[config.mk]
export PLATFORM = sky130hd
export DESIGN_NAME = ctrl_conv_input_flat
export DESIGN_NICKNAME = d
export VERILOG_FILES = /design/src/rtl/conv_pkg.sv /design/src/rtl/ctrl_conv_input_if.sv /design/src/rtl/addr_counter.sv /design/src/rtl/ctrl_conv_input.sv /design/src/flat_wrapper.sv
export SDC_FILE = /design/constraint.sdc
export NUM_CORES = 1
export LEC_CHECK = 0
export ABC_AREA = 1
export BUFFER_PORTS_ARGS = -buffer_cell sky130_fd_sc_hd__buf_2
export CORE_MARGIN = 8
export CORE_UTILIZATION = 35
export CTS_CLUSTER_SIZE = 30
export DETAILED_ROUTE_END_ITERATION = 12
export GPL_ROUTABILITY_DRIVEN = 0
export PLACE_DENSITY = 0.7
export SLEW_MARGIN = 15
export SYNTH_ARGS = -nofsm -noshare
export SYNTH_HDL_FRONTEND = slang
export SYNTH_SLANG_ARGS = --single-unit
[constraint.sdc]
create_clock -name clk -period 1.03 [get_ports clk]
set_input_delay 0.0515 -clock clk [delete_from_list [all_inputs] [get_ports clk]]
set_output_delay 0.0515 -clock clk [all_outputs]
set_load 0.05 [all_outputs]
[src/rtl/conv_pkg.sv]
// Shared types and sizes for the convolution engine's input and output controllers.
package conv_pkg;

  localparam int CONV_F_MEM_SIZE       = 4;
  localparam int CONV_X_MEM_SIZE       = 8;
  localparam int CONV_F_MEM_ADDR_WIDTH = 2;
  localparam int CONV_X_MEM_ADDR_WIDTH = 3;
  localparam int CONV_DATA_WIDTH       = 8;

  typedef enum logic [1:0] {
    LOAD_F = 2'd0,
    LOAD_X = 2'd1,
    CONV   = 2'd2
  } conv_in_state_t;

endpackage

[src/rtl/ctrl_conv_input_if.sv]
// Stream, memory-write and start/done signals of the input controller.
// slave: the controller itself; master: the environment around it.
interface ctrl_conv_input_if
  import conv_pkg::*;
#(
  parameter int DATA_WIDTH       = CONV_DATA_WIDTH,
  parameter int F_MEM_ADDR_WIDTH = CONV_F_MEM_ADDR_WIDTH,
  parameter int X_MEM_ADDR_WIDTH = CONV_X_MEM_ADDR_WIDTH
);

  logic [DATA_WIDTH-1:0]       s_data_in;
  logic                        s_valid;
  logic                        s_ready;
  logic                        conv_done;
  logic [DATA_WIDTH-1:0]       wr_data;
  logic                        wr_en_f;
  logic [F_MEM_ADDR_WIDTH-1:0] wr_addr_f;
  logic                        wr_en_x;
  logic [X_MEM_ADDR_WIDTH-1:0] wr_addr_x;
  logic                        conv_start;

  modport slave (
    input  s_data_in, s_valid, conv_done,
    output s_ready, wr_data, wr_en_f, wr_addr_f, wr_en_x, wr_addr_x, conv_start
  );

  modport master (
    output s_data_in, s_valid, conv_done,
    input  s_ready, wr_data, wr_en_f, wr_addr_f, wr_en_x, wr_addr_x, conv_start
  );

endinterface

[src/rtl/addr_counter.sv]
// Write-address counter with clear priority over increment and a terminal-count flag.
module addr_counter #(
  parameter int WIDTH = 2,
  parameter int LAST  = 3
) (
  input  logic             clk,
  input  logic             reset,
  input  logic             clr_i,
  input  logic             inc_i,
  output logic [WIDTH-1:0] cnt_o,
  output logic             tc_o
);

  localparam logic [WIDTH-1:0] LAST_V = WIDTH'(unsigned'(LAST));

  logic [WIDTH-1:0] cnt_q;
  logic [WIDTH-1:0] cnt_d;

  // Next count: clear wins, otherwise step on increment.
  always_comb begin
    cnt_d = cnt_q;
    if (clr_i) begin
      cnt_d = '0;
    end else if (inc_i) begin
      cnt_d = cnt_q + 1'b1;
    end
  end

  // Count register, cleared by active-low reset.
  always_ff @(posedge clk) begin
    if (!reset) begin
      cnt_q <= '0;
    end else begin
      cnt_q <= cnt_d;
    end
  end

  assign cnt_o = cnt_q;
  assign tc_o  = (cnt_q == LAST_V);

endmodule

[src/rtl/ctrl_conv_input.sv]
// Input-side controller of the convolution engine: accepts a frame of filter
// words then data words from an AXI-stream master, writes them into the F and
// X memories, raises conv_start, and blocks input until conv_done.
// Optional macro CONV_F_REUSE_EN: keep the filter after the first frame so
// later frames carry only X words.
module ctrl_conv_input
  import conv_pkg::*;
#(
  parameter int F_MEM_SIZE       = CONV_F_MEM_SIZE,
  parameter int X_MEM_SIZE       = CONV_X_MEM_SIZE,
  parameter int F_MEM_ADDR_WIDTH = CONV_F_MEM_ADDR_WIDTH,
  parameter int X_MEM_ADDR_WIDTH = CONV_X_MEM_ADDR_WIDTH,
  parameter int DATA_WIDTH       = CONV_DATA_WIDTH
) (
  input  logic               clk,
  input  logic               reset,
  ctrl_conv_input_if.slave   bus
);

  conv_in_state_t              state_q;
  logic                        conv_start_q;
  logic                        ready;
  logic                        accept;
  logic                        en_f;
  logic                        en_x;
  logic                        f_tc;
  logic                        x_tc;
  logic                        f_last;
  logic                        x_last;
  logic [F_MEM_ADDR_WIDTH-1:0] f_cnt;
  logic [X_MEM_ADDR_WIDTH-1:0] x_cnt;

  // Ready whenever loading; held low during reset so nothing is accepted.
  always_comb begin
    ready  = reset && (state_q != CONV);
    accept = bus.s_valid && ready;
    en_f   = accept && (state_q == LOAD_F);
    en_x   = accept && (state_q == LOAD_X);
    f_last = en_f && f_tc;
    x_last = en_x && x_tc;
  end

  addr_counter #(
    .WIDTH (F_MEM_ADDR_WIDTH),
    .LAST  (F_MEM_SIZE - 1)
  ) u_f_cnt (
    .clk   (clk),
    .reset (reset),
    .clr_i (f_last),
    .inc_i (en_f),
    .cnt_o (f_cnt),
    .tc_o  (f_tc)
  );

  addr_counter #(
    .WIDTH (X_MEM_ADDR_WIDTH),
    .LAST  (X_MEM_SIZE - 1)
  ) u_x_cnt (
    .clk   (clk),
    .reset (reset),
    .clr_i (x_last),
    .inc_i (en_x),
    .cnt_o (x_cnt),
    .tc_o  (x_tc)
  );

`ifdef CONV_F_REUSE_EN
  logic filter_loaded_q;

  // Remember that a complete filter is resident in F memory.
  always_ff @(posedge clk) begin
    if (!reset) begin
      filter_loaded_q <= 1'b0;
    end else if (f_last) begin
      filter_loaded_q <= 1'b1;
    end
  end
`endif

  // Frame sequencing FSM with registered conv_start.
  always_ff @(posedge clk) begin
    if (!reset) begin
      state_q      <= LOAD_F;
      conv_start_q <= 1'b0;
    end else begin
      case (state_q)
        LOAD_F: begin
          if (f_last) begin
            state_q <= LOAD_X;
          end
        end
        LOAD_X: begin
          if (x_last) begin
            state_q      <= CONV;
            conv_start_q <= 1'b1;
          end
        end
        CONV: begin
          if (bus.conv_done) begin
            conv_start_q <= 1'b0;
`ifdef CONV_F_REUSE_EN
            state_q      <= filter_loaded_q ? LOAD_X : LOAD_F;
`else
            state_q      <= LOAD_F;
`endif
          end
        end
        default: begin
          state_q      <= LOAD_F;
          conv_start_q <= 1'b0;
        end
      endcase
    end
  end

  assign bus.s_ready    = ready;
  assign bus.wr_data    = bus.s_data_in;
  assign bus.wr_en_f    = en_f;
  assign bus.wr_addr_f  = f_cnt;
  assign bus.wr_en_x    = en_x;
  assign bus.wr_addr_x  = x_cnt;
  assign bus.conv_start = conv_start_q;

endmodule

[src/flat_wrapper.sv]
// flat-port wrapper written by rule: the top's interface ports become plain ports
module ctrl_conv_input_flat import conv_pkg::*;
#(
  parameter int F_MEM_SIZE       = CONV_F_MEM_SIZE,
  parameter int X_MEM_SIZE       = CONV_X_MEM_SIZE,
  parameter int F_MEM_ADDR_WIDTH = CONV_F_MEM_ADDR_WIDTH,
  parameter int X_MEM_ADDR_WIDTH = CONV_X_MEM_ADDR_WIDTH,
  parameter int DATA_WIDTH       = CONV_DATA_WIDTH
)
  (clk, reset, bus_s_data_in, bus_s_valid, bus_conv_done, bus_s_ready, bus_wr_data, bus_wr_en_f, bus_wr_addr_f, bus_wr_en_x, bus_wr_addr_x, bus_conv_start);
  ctrl_conv_input_if #(.DATA_WIDTH(DATA_WIDTH), .F_MEM_ADDR_WIDTH(F_MEM_ADDR_WIDTH), .X_MEM_ADDR_WIDTH(X_MEM_ADDR_WIDTH)) bus_i ();
  input  logic clk;
  input  logic reset;
  input wire logic [$bits(bus_i.s_data_in)-1:0] bus_s_data_in;
  input wire logic [$bits(bus_i.s_valid)-1:0] bus_s_valid;
  input wire logic [$bits(bus_i.conv_done)-1:0] bus_conv_done;
  output wire logic [$bits(bus_i.s_ready)-1:0] bus_s_ready;
  output wire logic [$bits(bus_i.wr_data)-1:0] bus_wr_data;
  output wire logic [$bits(bus_i.wr_en_f)-1:0] bus_wr_en_f;
  output wire logic [$bits(bus_i.wr_addr_f)-1:0] bus_wr_addr_f;
  output wire logic [$bits(bus_i.wr_en_x)-1:0] bus_wr_en_x;
  output wire logic [$bits(bus_i.wr_addr_x)-1:0] bus_wr_addr_x;
  output wire logic [$bits(bus_i.conv_start)-1:0] bus_conv_start;
  assign bus_i.s_data_in = bus_s_data_in;
  assign bus_i.s_valid = bus_s_valid;
  assign bus_i.conv_done = bus_conv_done;
  assign bus_s_ready = bus_i.s_ready;
  assign bus_wr_data = bus_i.wr_data;
  assign bus_wr_en_f = bus_i.wr_en_f;
  assign bus_wr_addr_f = bus_i.wr_addr_f;
  assign bus_wr_en_x = bus_i.wr_en_x;
  assign bus_wr_addr_x = bus_i.wr_addr_x;
  assign bus_conv_start = bus_i.conv_start;
  ctrl_conv_input #(.F_MEM_SIZE(F_MEM_SIZE), .X_MEM_SIZE(X_MEM_SIZE), .F_MEM_ADDR_WIDTH(F_MEM_ADDR_WIDTH), .X_MEM_ADDR_WIDTH(X_MEM_ADDR_WIDTH), .DATA_WIDTH(DATA_WIDTH)) u_core (.clk(clk), .reset(reset), .bus(bus_i));
endmodule
# == Word level (Yosys, flattened, before mapping) ==
# Index checks and enable logic that the tools add are counted.
# word_totals
register_bits,8
input_bits,12
output_inout_bits,17
elab_cells,34
# classes
n_addsub,2
n_eq_ne,8
n_mux,7
bitwise_logic,2
n_reduce_logical,11
# op_table
operator,count
logical AND 1 bit,6
two-way mux 2 bit,3
!= test 2 bit (second input constant),3
case mux 2 bit (3 select lines),1
AND reduction 3 bit,2
== test 2 bit (second input constant),2
OR reduction 2 bit,2
adder 3 x 1 -> 3 bit (second input constant),1
== test 3 bit (second input constant),1
case mux 1 bit (3 select lines),1
adder 2 x 1 -> 2 bit (second input constant),1
== test 2 x 1 -> 1 bit (second input constant),1
logical NOT 2 bit,1
two-way mux 1 bit,2
!= test 2 x 1 -> 1 bit (second input constant),1
inverter 1 bit,2

# == Depth between registers and ports, before layout ==
# logic_depth
word_depth,7
ltp_mapped,7
mapped_depth_nobuf,7

# == By module ==
# A second synthesis with hierarchy kept.
# unflattened
cells_unflattened,67
hier_area_um2,475.5
# by_module_without_submodules
module,instances,cells_each,area_each_um2,seq_area_each_um2
ctrl_conv_input,1,34,235.2,60.1
addr_counter at u_core.u_x_cnt,1,19,142.6,60.1
addr_counter at u_core.u_f_cnt,1,14,97.6,40.0

# == Least setup slack after synthesis ==
# No wires, ideal clock.
# synth_path
path_kind,register to register
from,register u_core.u_x_cnt.cnt_q[0] (netlist: u_core.u_x_cnt.cnt_o[0])
to,register u_core.conv_start_q (netlist: u_core.bus.conv_start)
setup_ps,118
arrival_ps,1356
required_ps,912
setup_slack_ps,-444
path_stages_with_launch,8
n_path_buf,0
period_less_slack_ps,1474
path_cell_list,dfxtp_1 ha_1 ha_1 inv_1 o21bai_2 nand2_1 nand2_1 a21oi_1
# synth_between
elab_chain_cells,4
# synth_rtl
element,line,source
from (decl),addr_counter.sv:16,logic [WIDTH-1:0] cnt_q;
from (signal assigned),addr_counter.sv:34,cnt_q <= cnt_d;
== test 3 bit,addr_counter.sv:39,assign tc_o = (cnt_q == LAST_V);
logical AND 1 bit,ctrl_conv_input.sv:40,x_last = en_x && x_tc;
!= test 2 bit (no source line),-,
AND reduction 3 bit (no source line),-,
to (signal assigned),ctrl_conv_input.sv:84,conv_start_q <= 1'b0;
to (signal assigned),ctrl_conv_input.sv:95,conv_start_q <= 1'b1;
to (signal assigned),ctrl_conv_input.sv:100,conv_start_q <= 1'b0;
to (decl),ctrl_conv_input.sv:21,logic conv_start_q;
# No other way between the ends.
# A chain may end at the register's enable or synchronous reset.

# == Worst setup path after layout ==
# layout_path
from,register u_core.state_q[0]
to,output bus_s_ready
# layout_between
elab_chain_cells,2
# layout_rtl
element,line,source
from (decl),ctrl_conv_input.sv:20,conv_in_state_t state_q;
from (signal assigned),ctrl_conv_input.sv:83,state_q <= LOAD_F;
from (signal assigned),ctrl_conv_input.sv:89,state_q <= LOAD_X;
from (signal assigned),ctrl_conv_input.sv:94,state_q <= CONV;
!= test 2 bit,ctrl_conv_input.sv:35,ready = reset && (state_q != CONV);
logical AND 1 bit,ctrl_conv_input.sv:35,
to (decl),flat_wrapper.sv:17,output wire logic [$bits(bus_i.s_ready)-1:0] bus_s_ready;
# No other way between the ends.

==> results.cfg <==
[critical_path]
critical_path_buf_inv_count = 3
crit_path_cell_trace = inv_4, buf_6, a21oi_4, buf_6
worstSetupStartpointType = flip-flop
cpMaxStageDelayCell = dfxtp_4
worstPathArrival_ns = 1.08
path_delay_family = flip-flops
path_class = flip-flop to output pin
path_common_cell = buf_6
regToRegSetupSlack_ns = -0.08
critPathMaxStageDelay_ns = 0.38
required_ns = 0.98
crit_fanout = 3
crit_path_end_kind = output pin

[power_and_ir_drop]
p_switching_mw = 0.184
sw_frac_of_total = 0.273
pwr-share-comb = 0.157
leakage_nw = 0.314
seqPwrFrac = 0.457
ir_worst_vdd_mv = 0.564
intPower_mw = 0.489
pwr-share-clk = 0.386
cellPowerDensity_mw_per_mm2 = 898

[drt]
drc = 0
via_count = 430
routed_wl_um = 1200
vias_per_cell = 4.67
drtIter0Drc = 3
ant_nets = 0
wire_per_inst_um = 13.1
drtPass1Iterations = 4

[status]
status = complete, but fails checks
failed_checks = negative setup slack

[global_route]
grt-ovfl-total = 0
grt_pass1_vias = 443
track_usage = 0.0953
grt_max_degree = 6
antenna_found_initial = 0
grt_pass1_wl_um = 1890

[flow_run]
cap_violations = 0

[timing]
fmax_mhz = 882
maxSlewViolCount = 0
rsz0062_at_grt = true
setup_slack_ns = -0.104
tightest_slew_ns = 0.251
setup_viol = 9
period_needed_ns = 1.13
finalCritPeriodShare = 1.10
relSlewSlack = 0.834
fin_skew_ns = 0.00656
final_hold_viol_count = 0

[floorplan]
start_util = 0.364
rows = 13
chipWidth_um = 52.3
die_y_um = 52.3
io_pins = 29
fp.dieArea_sq_mm = 0.00274
coreArea_sq_mm = 0.00127

[clock_network]
clk_latency_ns = 0.26
clk_pin_slew_ns = 0.05
cts_hold_repair.buffers = 0
ctsRootBufferMaster = clkbuf_4
cts_buffers = 3
h-tree-depth = 1
cts_tree = done
numClockSinks = 8
cts_max_path_buffers = 2

[synthesis]
syn_area_sq_um = 462
synth_seq_cells = 8
syn_inst = 57
avgSynthCellArea_sq_um = 8.10
synth_cell_types = 17
syn_nets = 72
yosysSeqAreaShare = 0.347
ys_warn_count = 0

[layout]
layout_commonest_cell = buf_4
layout_common_cells = 11 x buf_4, 9 x nand2_1, 7 x buf_2, 6 x dfxtp_4
fill_cells = 124
drive_gt1_frac = 0.662
antenna_cells = 0
area_delta_synth_final_pct = 62.3
design_area_sq_um = 749
final_nets = 93

[placed_design]
placed_area_sq_um = 576
hpwl_um = 839
preCtsSetupSlack_ns = -0.0606
portBuffers = 12

[min_path]
hp-class = input port to output pin
==> registers in the layout, indices dropped and copies added (netlist names) <==
| signal | flops |
|---|---|
| u_core.u_x_cnt.cnt_o | 3 |
| u_core.u_f_cnt.cnt_o | 2 |
| u_core.state_q | 2 |
| u_core.bus.conv_start | 1 |
==> routing by layer <==
layer  global-route usage  wire (um)  up-vias
met5                    0          0        -
met4               0.0948         59        0
met3               0.0369         99        8
met2                0.156        658       16
met1               0.0864        383      189
li1                     -          -      217
==> path summary, 6_finish.rpt <==
| path | from | to | cells past startpoint |
|---|---|---|---|
| worst min register to register | u_core.bus.conv_start | u_core.bus.conv_start | 2 |
| worst min-delay path | bus_s_data_in[2] | bus_wr_data[2] | 0 |
| worst max register to register | u_core.u_x_cnt.cnt_o[0] | u_core.bus.conv_start | 7 |
| worst max-delay path | u_core.state_q[0] | bus_s_ready | 4 |
==> power groups by stage <==
stage | Clock [mW] | Sequential [mW] | Combinational [mW]
2_1_floorplan | 0 | 0.337 | 0.123
3_3_place_gp | 0 | 0.319 | 0.0802
3_5_place_dp | 0 | 0.319 | 0.0817
4_1_cts | 0.272 | 0.310 | 0.0975
5_1_grt | 0.296 | 0.308 | 0.114
6_report | 0.260 | 0.308 | 0.106
==> synth_stat cells <==
| master | number | area, sq um |
|---|---|---|
| nand2_1 | 10 | 37.5 |
| o21a_1 | 1 | 7.51 |
| buf_4 | 8 | 60.1 |
| o21ai_1 | 1 | 5.00 |
| o21bai_2 | 1 | 11.3 |
| ha_1 | 3 | 37.5 |
| o21ai_0 | 1 | 5.00 |
| inv_1 | 4 | 15.0 |
| nor2_1 | 3 | 11.3 |
| dfxtp_1 | 8 | 160 |
| nor2_2 | 1 | 6.26 |
| nand4_4 | 1 | 21.3 |
| a21oi_1 | 6 | 30.0 |
| nand3_1 | 1 | 5.00 |
| xor2_1 | 2 | 17.5 |
| nand4_2 | 1 | 12.5 |
| inv_2 | 5 | 18.8 |
==> through the flow <==
stage | utilization | total power [mW] | std cells | setup TNS, ns | hold slack, ns
5_1_grt | 0.591 | 0.718 | 92 | -1.02 | 0.103
4_1_cts | 0.555 | 0.679 | 90 | -0.505 | 0.0774
3_3_place_gp | 0.454 | 0.399 | 81 | -0.0884 | 0.103
3_5_place_dp | 0.454 | 0.401 | 81 | -0.245 | 0.103
2_1_floorplan | - | 0.460 | 57 | -0.371 | 0.185
6_report | 0.591 | 0.673 | 92 | -0.546 | 0.103
==> layout make-up <==
cell class | instances | area [sq um] | area share
clock buffer | 4 | 26.3 | 0.0351
sequential | 8 | 184 | 0.245
multi-input combinational | 32 | 284 | 0.379
timing repair buffer | 24 | 193 | 0.257
tap | 15 | 18.8 | 0.0250
inverter | 9 | 43.8 | 0.0584
==> worst reg2reg max path, stage by stage (launching register included) <==
cell,delay (ns)
dfxtp_4,0.35
ha_4,0.16
ha_4,0.16
inv_4,0.07
o21bai_4,0.07
nand2_1,0.06
nand2_1,0.04
a21oi_1,0.12
==> timing repair <==
action                     CTS  global route
buffers inserted             5             2
gates resized for setup     20             8
pin swaps                    1             5
hold endpoints to repair     0             0
setup endpoints to repair   12            10
==> logic make-up (layout without fill, tap and decap cells) <==
kind of cell | after synthesis | after routing | share of synthesized area
AO/OA/AOI/OAI | 10 | 10 | 0.127
XOR/XNOR | 2 | 2 | 0.0379
adder cells (fa/ha/maj) | 3 | 3 | 0.0813
buffers and inverters | 17 | 37 | 0.203
flip-flops | 8 | 8 | 0.347
AND/OR/NAND/NOR | 17 | 17 | 0.203
No activity file was read; power rests on OpenSTA's default activity.
